--- src/rtl/dmem_arb_pkg.sv ---
// dmem_arb_pkg: shared types and sizes for the data-memory arbiter
// (CPU execute stage vs. display/debug read port).
package dmem_arb_pkg;

  localparam int DMEM_AW  = 8;
  localparam int DMEM_DW  = 32;
  localparam int LANES    = 4;
  localparam int LANE_W   = DMEM_DW / LANES;
  localparam int STARVE_W = 4;

  // S_OPEN: a debug grant may be issued this cycle.
  // S_RESP: debug ack cycle; the CPU owns memory unconditionally.
  typedef enum logic {
    S_OPEN = 1'b0,
    S_RESP = 1'b1
  } arb_state_e;

  // Byte-lane write enables qualified by the access strobe.
  function automatic logic [LANES-1:0] lane_wren(input logic [LANES-1:0] we,
                                                 input logic             req);
    return we & {LANES{req}};
  endfunction

endpackage

--- src/rtl/dmem_arb_starve.sv ---
// dmem_arb_starve: saturating count of cycles a debug request has waited
// behind the CPU; 'forced' tells the arbiter to take the memory anyway.
module dmem_arb_starve
  import dmem_arb_pkg::*;
#(
  parameter int STARVE_LIMIT = 8
) (
  input  logic                sysclk,
  input  logic                cpu_resetn,
  input  logic                in_open,
  input  logic                dbg_req,
  input  logic                cpu_req,
  input  logic                dbg_grant,
  output logic                forced,
  output logic [STARVE_W-1:0] starve_cnt
);

  localparam logic [STARVE_W-1:0] LIMIT = STARVE_W'(STARVE_LIMIT);

  logic [STARVE_W-1:0] cnt_nxt;

  // Next count: hold in the ack cycle, clear on grant or dropped request,
  // otherwise count CPU-blocked cycles up to the limit.
  always_comb begin
    cnt_nxt = starve_cnt;
    if (in_open) begin
      if (dbg_grant || !dbg_req) begin
        cnt_nxt = '0;
      end else if (cpu_req && (starve_cnt != LIMIT)) begin
        cnt_nxt = starve_cnt + 1'b1;
      end
    end
  end

  // Counter register.
  always_ff @(posedge sysclk or negedge cpu_resetn) begin
    if (!cpu_resetn) begin
      starve_cnt <= '0;
    end else begin
      starve_cnt <= cnt_nxt;
    end
  end

  assign forced = (starve_cnt == LIMIT);

endmodule

--- src/rtl/dmem_arbiter.sv ---
// dmem_arbiter: shares one set of byte-lane data memories between the CPU
// execute stage and a read-only display/debug port. The CPU normally wins;
// a debug request that has waited STARVE_LIMIT cycles steals one cycle and
// stalls the CPU. Debug read data is registered and flagged by a one-cycle
// dbg_ack.
// Optional build macro: DMEM_ARB_PERF_EN adds the stall_cycles and
// dbg_grants performance counters.
module dmem_arbiter
  import dmem_arb_pkg::*;
#(
  parameter int STARVE_LIMIT = 8
) (
  input  logic               sysclk,
  input  logic               cpu_resetn,
  input  logic               cpu_req,
  input  logic [LANES-1:0]   cpu_we,
  input  logic [DMEM_AW-1:0] cpu_addr,
  input  logic [DMEM_DW-1:0] cpu_wdata,
  output logic [DMEM_DW-1:0] cpu_rdata,
  output logic               cpu_stall,
  input  logic               dbg_req,
  input  logic [DMEM_AW-1:0] dbg_addr,
  output logic               dbg_ack,
  output logic [DMEM_DW-1:0] dbg_rdata,
  output logic [DMEM_AW-1:0] mem_addr,
  output logic [LANES-1:0]   mem_wren,
  output logic [DMEM_DW-1:0] mem_wdata,
  input  logic [DMEM_DW-1:0] mem_rdata
`ifdef DMEM_ARB_PERF_EN
  ,
  output logic [31:0]        stall_cycles,
  output logic [31:0]        dbg_grants
`endif
);

  arb_state_e          state_q;
  arb_state_e          state_nxt;
  logic                dbg_grant;
  logic                forced;
  logic [STARVE_W-1:0] starve_cnt;
  logic                vld_p1;
  logic [DMEM_DW-1:0]  dbg_rdata_p1;

  dmem_arb_starve #(
    .STARVE_LIMIT (STARVE_LIMIT)
  ) u_starve (
    .sysclk     (sysclk),
    .cpu_resetn (cpu_resetn),
    .in_open    (state_q == S_OPEN),
    .dbg_req    (dbg_req),
    .cpu_req    (cpu_req),
    .dbg_grant  (dbg_grant),
    .forced     (forced),
    .starve_cnt (starve_cnt)
  );

  // Arbitration: debug wins when the CPU is idle or it has starved long
  // enough; the ack cycle ignores dbg_req so grants are at least 2 apart.
  always_comb begin
    state_nxt = state_q;
    dbg_grant = 1'b0;
    unique case (state_q)
      S_OPEN: begin
        if (dbg_req && (!cpu_req || forced)) begin
          dbg_grant = 1'b1;
          state_nxt = S_RESP;
        end
      end
      S_RESP: begin
        state_nxt = S_OPEN;
      end
      default: begin
        state_nxt = S_OPEN;
      end
    endcase
  end

  // State register.
  always_ff @(posedge sysclk or negedge cpu_resetn) begin
    if (!cpu_resetn) begin
      state_q <= S_OPEN;
    end else begin
      state_q <= state_nxt;
    end
  end

  // Memory port steering: debug reads never write, the CPU path passes
  // its byte enables through only when it is actually accessing.
  always_comb begin
    mem_addr  = cpu_addr;
    mem_wren  = lane_wren(cpu_we, cpu_req);
    mem_wdata = cpu_wdata;
    if (dbg_grant) begin
      mem_addr = dbg_addr;
      mem_wren = '0;
    end
  end

  assign cpu_rdata = mem_rdata;
  assign cpu_stall = dbg_grant & cpu_req;

  // Stage p0 -> p1: capture debug read data at the grant edge, ack next cycle.
  always_ff @(posedge sysclk or negedge cpu_resetn) begin
    if (!cpu_resetn) begin
      vld_p1       <= 1'b0;
      dbg_rdata_p1 <= '0;
    end else begin
      vld_p1 <= dbg_grant;
      if (dbg_grant) begin
        dbg_rdata_p1 <= mem_rdata;
      end
    end
  end

  assign dbg_ack   = vld_p1;
  assign dbg_rdata = dbg_rdata_p1;

`ifdef DMEM_ARB_PERF_EN
  // Free-running performance counters, wrapping at 2^32.
  always_ff @(posedge sysclk or negedge cpu_resetn) begin
    if (!cpu_resetn) begin
      stall_cycles <= '0;
      dbg_grants   <= '0;
    end else begin
      stall_cycles <= stall_cycles + {31'd0, cpu_stall};
      dbg_grants   <= dbg_grants + {31'd0, dbg_grant};
    end
  end
`endif

endmodule

--- config.mk ---
export PLATFORM = sky130hd
export DESIGN_NAME = dmem_arbiter
export DESIGN_NICKNAME = d
export VERILOG_FILES = /design/src/rtl/dmem_arb_pkg.sv /design/src/rtl/dmem_arb_starve.sv /design/src/rtl/dmem_arbiter.sv
export SDC_FILE = /design/constraint.sdc
export NUM_CORES = 1
export LEC_CHECK = 0
export CAP_MARGIN = 5
export CORE_ASPECT_RATIO = 2
export CORE_MARGIN = 3
export CORE_UTILIZATION = 28
export CTS_CLUSTER_DIAMETER = 80
export DETAILED_ROUTE_END_ITERATION = 10
export PLACE_DENSITY = 0.79
export SYNTH_ARGS = -nofsm -noshare
export SYNTH_HDL_FRONTEND = slang
export SYNTH_HIERARCHICAL = 1
export SYNTH_SLANG_ARGS = --single-unit
--- constraint.sdc ---
create_clock -name sysclk -period 2 [get_ports sysclk]
set_input_delay 0.4 -clock sysclk [delete_from_list [all_inputs] [get_ports sysclk]]
set_output_delay 0.4 -clock sysclk [all_outputs]
set_load 0.03 [all_outputs]
==> impl_metrics.env <==
export IMPL_outcome="finished, violations left"
export IMPL_failed_checks="setup timing"
export IMPL_finalCoreUtilization=0.467
export IMPL_slowest_stage="dfrtp_1"
export IMPL_rrSetupSlack_ps=100
export IMPL_n_antenna_cell=0
export IMPL_critPathMostFrequentCell="inv_2"
export IMPL_clkTransAtPathRegs_ps=60
export IMPL_final_min_clock_period_ps=2300
export IMPL_yosysWarningCount=6
export IMPL_gpl_congestion=0.764
export IMPL_crit_path_cell_trace="inv_2, ha_4, and3b_2, inv_2, a21boi_4, buf_12, mux2_4, buf_6"
export IMPL_clock_sink_count=37
export IMPL_synth_area_um2=2150
export IMPL_cts_tree="built"
export IMPL_leakage_power_total_nw=1.46
export IMPL_seqPwrFrac=0.315
export IMPL_clock_root_buffer="clkbuf_16"
export IMPL_yosys_register_bits=37
export IMPL_comb_power_share=0.381
export IMPL_buffers_added_on_ports=133
export IMPL_first_global_vias=1683
export IMPL_crit_path_start_kind="flip-flop"
export IMPL_nNetsFinal=355
export IMPL_compound_cell_area_share_of_the_yosys_netlist=0.0373
export IMPL_p_per_area_nw_per_um2=875
export IMPL_report_final_slew_viol_count=0
export IMPL_worst_r2r_cell_count=8
export IMPL_pwr_share_clk=0.304
export IMPL_layout_area_overhead_vs_synth_pct=60.2
export IMPL_dp_hpwl_um=4390
export IMPL_cp_endpoint="mem_addr[0]"
export IMPL_drt_first_iter_violations=35
export IMPL_synth_mux_area_fraction=0.210
export IMPL_syn_inst=179
export IMPL_worst_setup_path_startpoint="u_starve/starve_cnt[0]"
export IMPL_dr_pass1_iters=4
export IMPL_arrival_ps=1900
export IMPL_final_antenna_net_count=0
export IMPL_internal_power_mw=2.07
export IMPL_grt_util_all_layers=0.128
export IMPL_max_clock_path_buffers=2
export IMPL_overflow=0
export IMPL_maxSlewHeadroom=0.445
export IMPL_critical_path_top_delay_family="buffers and inverters"
export IMPL_worstSetupPathDepth=8
export IMPL_timing_worst_slew_pin_value_ps=833
export IMPL_timing_max_cap_violations=0
export IMPL_initial_core_util=0.291
export IMPL_route_final_wire_length_um=5510
export IMPL_detail_route_drc_violations=0
export IMPL_final_layout_size_suffix_gt1_frac=0.361
export IMPL_post_place_ws_ps=-307
export IMPL_cp_required_ps=1600
export IMPL_yosys_area_share_xor_xnor=0
export IMPL_largest_net_degree_at_the_start_of_global_routing=38
export IMPL_regToRegEndpoint="dbg_rdata[12]"
export IMPL_crit_path_max_fanout=10
export IMPL_grt_pass1_wl_um=8140
export IMPL_sw_frac_of_total=0.312
export IMPL_worst_path_largest_cell_delay_ps=380
export IMPL_io_pins=198
export IMPL_total_cts_buffers=5
export IMPL_synth_adder_area_share=0.0116
export IMPL_setup_tns_final_ps=-2560
export IMPL_vias_per_cell=4.42
export IMPL_syn_num_nets=269
export IMPL_detailroute_via_count=1582
export IMPL_worst_hold_slack_ps=219
export IMPL_synth_lib_cells_used_distinct=25
export IMPL_hold_path_class="input pin to asynchronous set/reset pin"
export IMPL_design_core_area_um2=7380
export IMPL_antenna_violations_before_repair=0
export IMPL_synth_sequential_area_ratio=0.431
export IMPL_detail_route_wl_per_cell_um=15.4
export IMPL_std_cell_rows=44
export IMPL_skew_pair_late_insertion_delay_ps=280
export IMPL_worstReg2RegStart="u_starve/starve_cnt[0]"
export IMPL_power_ir_vdd_worst_mv=0.553
export IMPL_report_final_hold_viol_count=0
export IMPL_die_y_um=130
export IMPL_floorplan_die_width_um=68.0
export IMPL_category_of_the_most_critical_setup_path="flip-flop to output port"
export IMPL_p_sw_mw=0.940
export IMPL_finalSetupViolCount=12
export IMPL_clock_fmax_mhz=435
export IMPL_final_fill_count=697
export IMPL_worst_path_buf_inv=4
export IMPL_crit_path_end_kind="output port"
export IMPL_rsz0062_at_grt="yes"
export IMPL_timing_final_crit_share=1.15
export IMPL_largest_family_of_logic_cells_by_synthesized_area="buffers and inverters"
export IMPL_final_setup_skew_ps=7.00
export IMPL_synthSimpleGateAreaFrac=0.0559
export IMPL_post_route_worst_setup_slack_ps=-298
export IMPL_avgSynthCellArea_um2=12.0
export IMPL_htree_levels=2
export IMPL_dieArea_um2=8830
-- synthesized netlist by cell type --
cell type | n | area share
a21boi_0 | 1 | 0.0035
a21boi_4 | 1 | 0.0087
a21oi_1 | 1 | 0.0023
and2_1 | 4 | 0.012
and3_1 | 1 | 0.0029
and3b_1 | 1 | 0.0041
buf_4 | 64 | 0.22
buf_6 | 4 | 0.021
dfrtp_1 | 37 | 0.43
ha_1 | 2 | 0.012
inv_1 | 6 | 0.010
mux2_2 | 40 | 0.21
nand2_1 | 3 | 0.0052
nand3_1 | 1 | 0.0023
nand3b_4 | 1 | 0.0093
nand4_1 | 1 | 0.0029
nor2_1 | 1 | 0.0017
nor2b_1 | 1 | 0.0029
nor2b_2 | 1 | 0.0041
nor3b_2 | 1 | 0.0058
o21ai_0 | 2 | 0.0047
o22ai_2 | 1 | 0.0058
o2bb2ai_1 | 2 | 0.0082
o311ai_1 | 1 | 0.0041
or3_1 | 1 | 0.0029
-- through the flow --
stage                     std cells  power [mW]  area (um2)
after floorplan                 179        1.70        2180
after global placement          348        2.08        3170
after detailed placement        348        2.09        3170
after CTS                       358        3.05        3400
after global routing            358        3.15        3440
final                           358        3.01        3440
-- cell usage in the layout, fill, tap and decap left out, types with 3 or more instances in the layout --
master           count
clkdlybuf4s50_1    114
dfrtp_1             37
mux2_2              32
buf_4               16
buf_6               14
mux2_4               8
clkbuf_16            5
and2_4               4
inv_1                3
inv_2                3
nand2_1              3
-- layout make-up --
cell class,count,area (um2),area share
clock inverters,2,37.5,0.0109
multi-input cells,68,741,0.215
flip-flops and latches,37,926,0.269
inverters,6,22.5,0.00654
repair buffers,147,1460,0.425
well taps,92,115,0.0334
clock buffers,6,139,0.0403
-- flip-flops by register name (all words and copies together) (netlist names) --
register	flops
u_starve/starve_cnt	4
state_q	1
dbg_rdata	32
-- repair_timing --
action,in CTS,in global routing
endpoints found under the setup margin,12,15
hold buffers,0,0
pin swaps,0,3
gates cloned,0,0
setup buffers,3,1
resized for setup,13,13
-- routing by layer --
metal	global-route usage	wire [um]	vias up
li1	-	-	712
met1	0.104	1480	731
met2	0.230	3110	103
met3	0.0370	515	36
met4	0.115	410	0
met5	0	0	-
-- how the worst min path moves through the flow --
| stage | start | to |
|---|---|---|
| after floorplan | cpu_resetn | dbg_rdata[0] |
| after global placement | dbg_rdata[11] | dbg_rdata[11] |
| after detailed placement | dbg_rdata[16] | dbg_rdata[16] |
| after CTS | cpu_resetn | state_q |
| after global routing | cpu_resetn | state_q |
| final | cpu_resetn | state_q |
-- power by group through the flow --
stage / clock network, mW / logic [mW] / registers (mW)
floorplan: 0 / 0.473 / 1.23
global placement: 0 / 1.12 / 0.955
detailed placement: 0 / 1.13 / 0.963
CTS: 0.954 / 1.15 / 0.951
global route: 0.981 / 1.20 / 0.968
finish: 0.917 / 1.15 / 0.949
-- worst register-to-register path: cells and delay by family (launching register included) --
family,cells,cell delay [ps]
adder cells (fa/ha/maj),1,120
AO/OA/AOI/OAI,1,160
flip-flops,1,380
multiplexers,1,370
buffers and inverters,4,530
AND/OR/NAND/NOR,1,210
-- kinds of logic (layout without fill, tap and decap cells) --
logic type | count (synthesis) | in the layout
mux | 40 | 40
flops | 37 | 37
compound gates | 9 | 9
simple gates | 17 | 17
fa+ha+maj | 2 | 2
buf+inv | 74 | 161
Power figures use the tool's default switching activity.
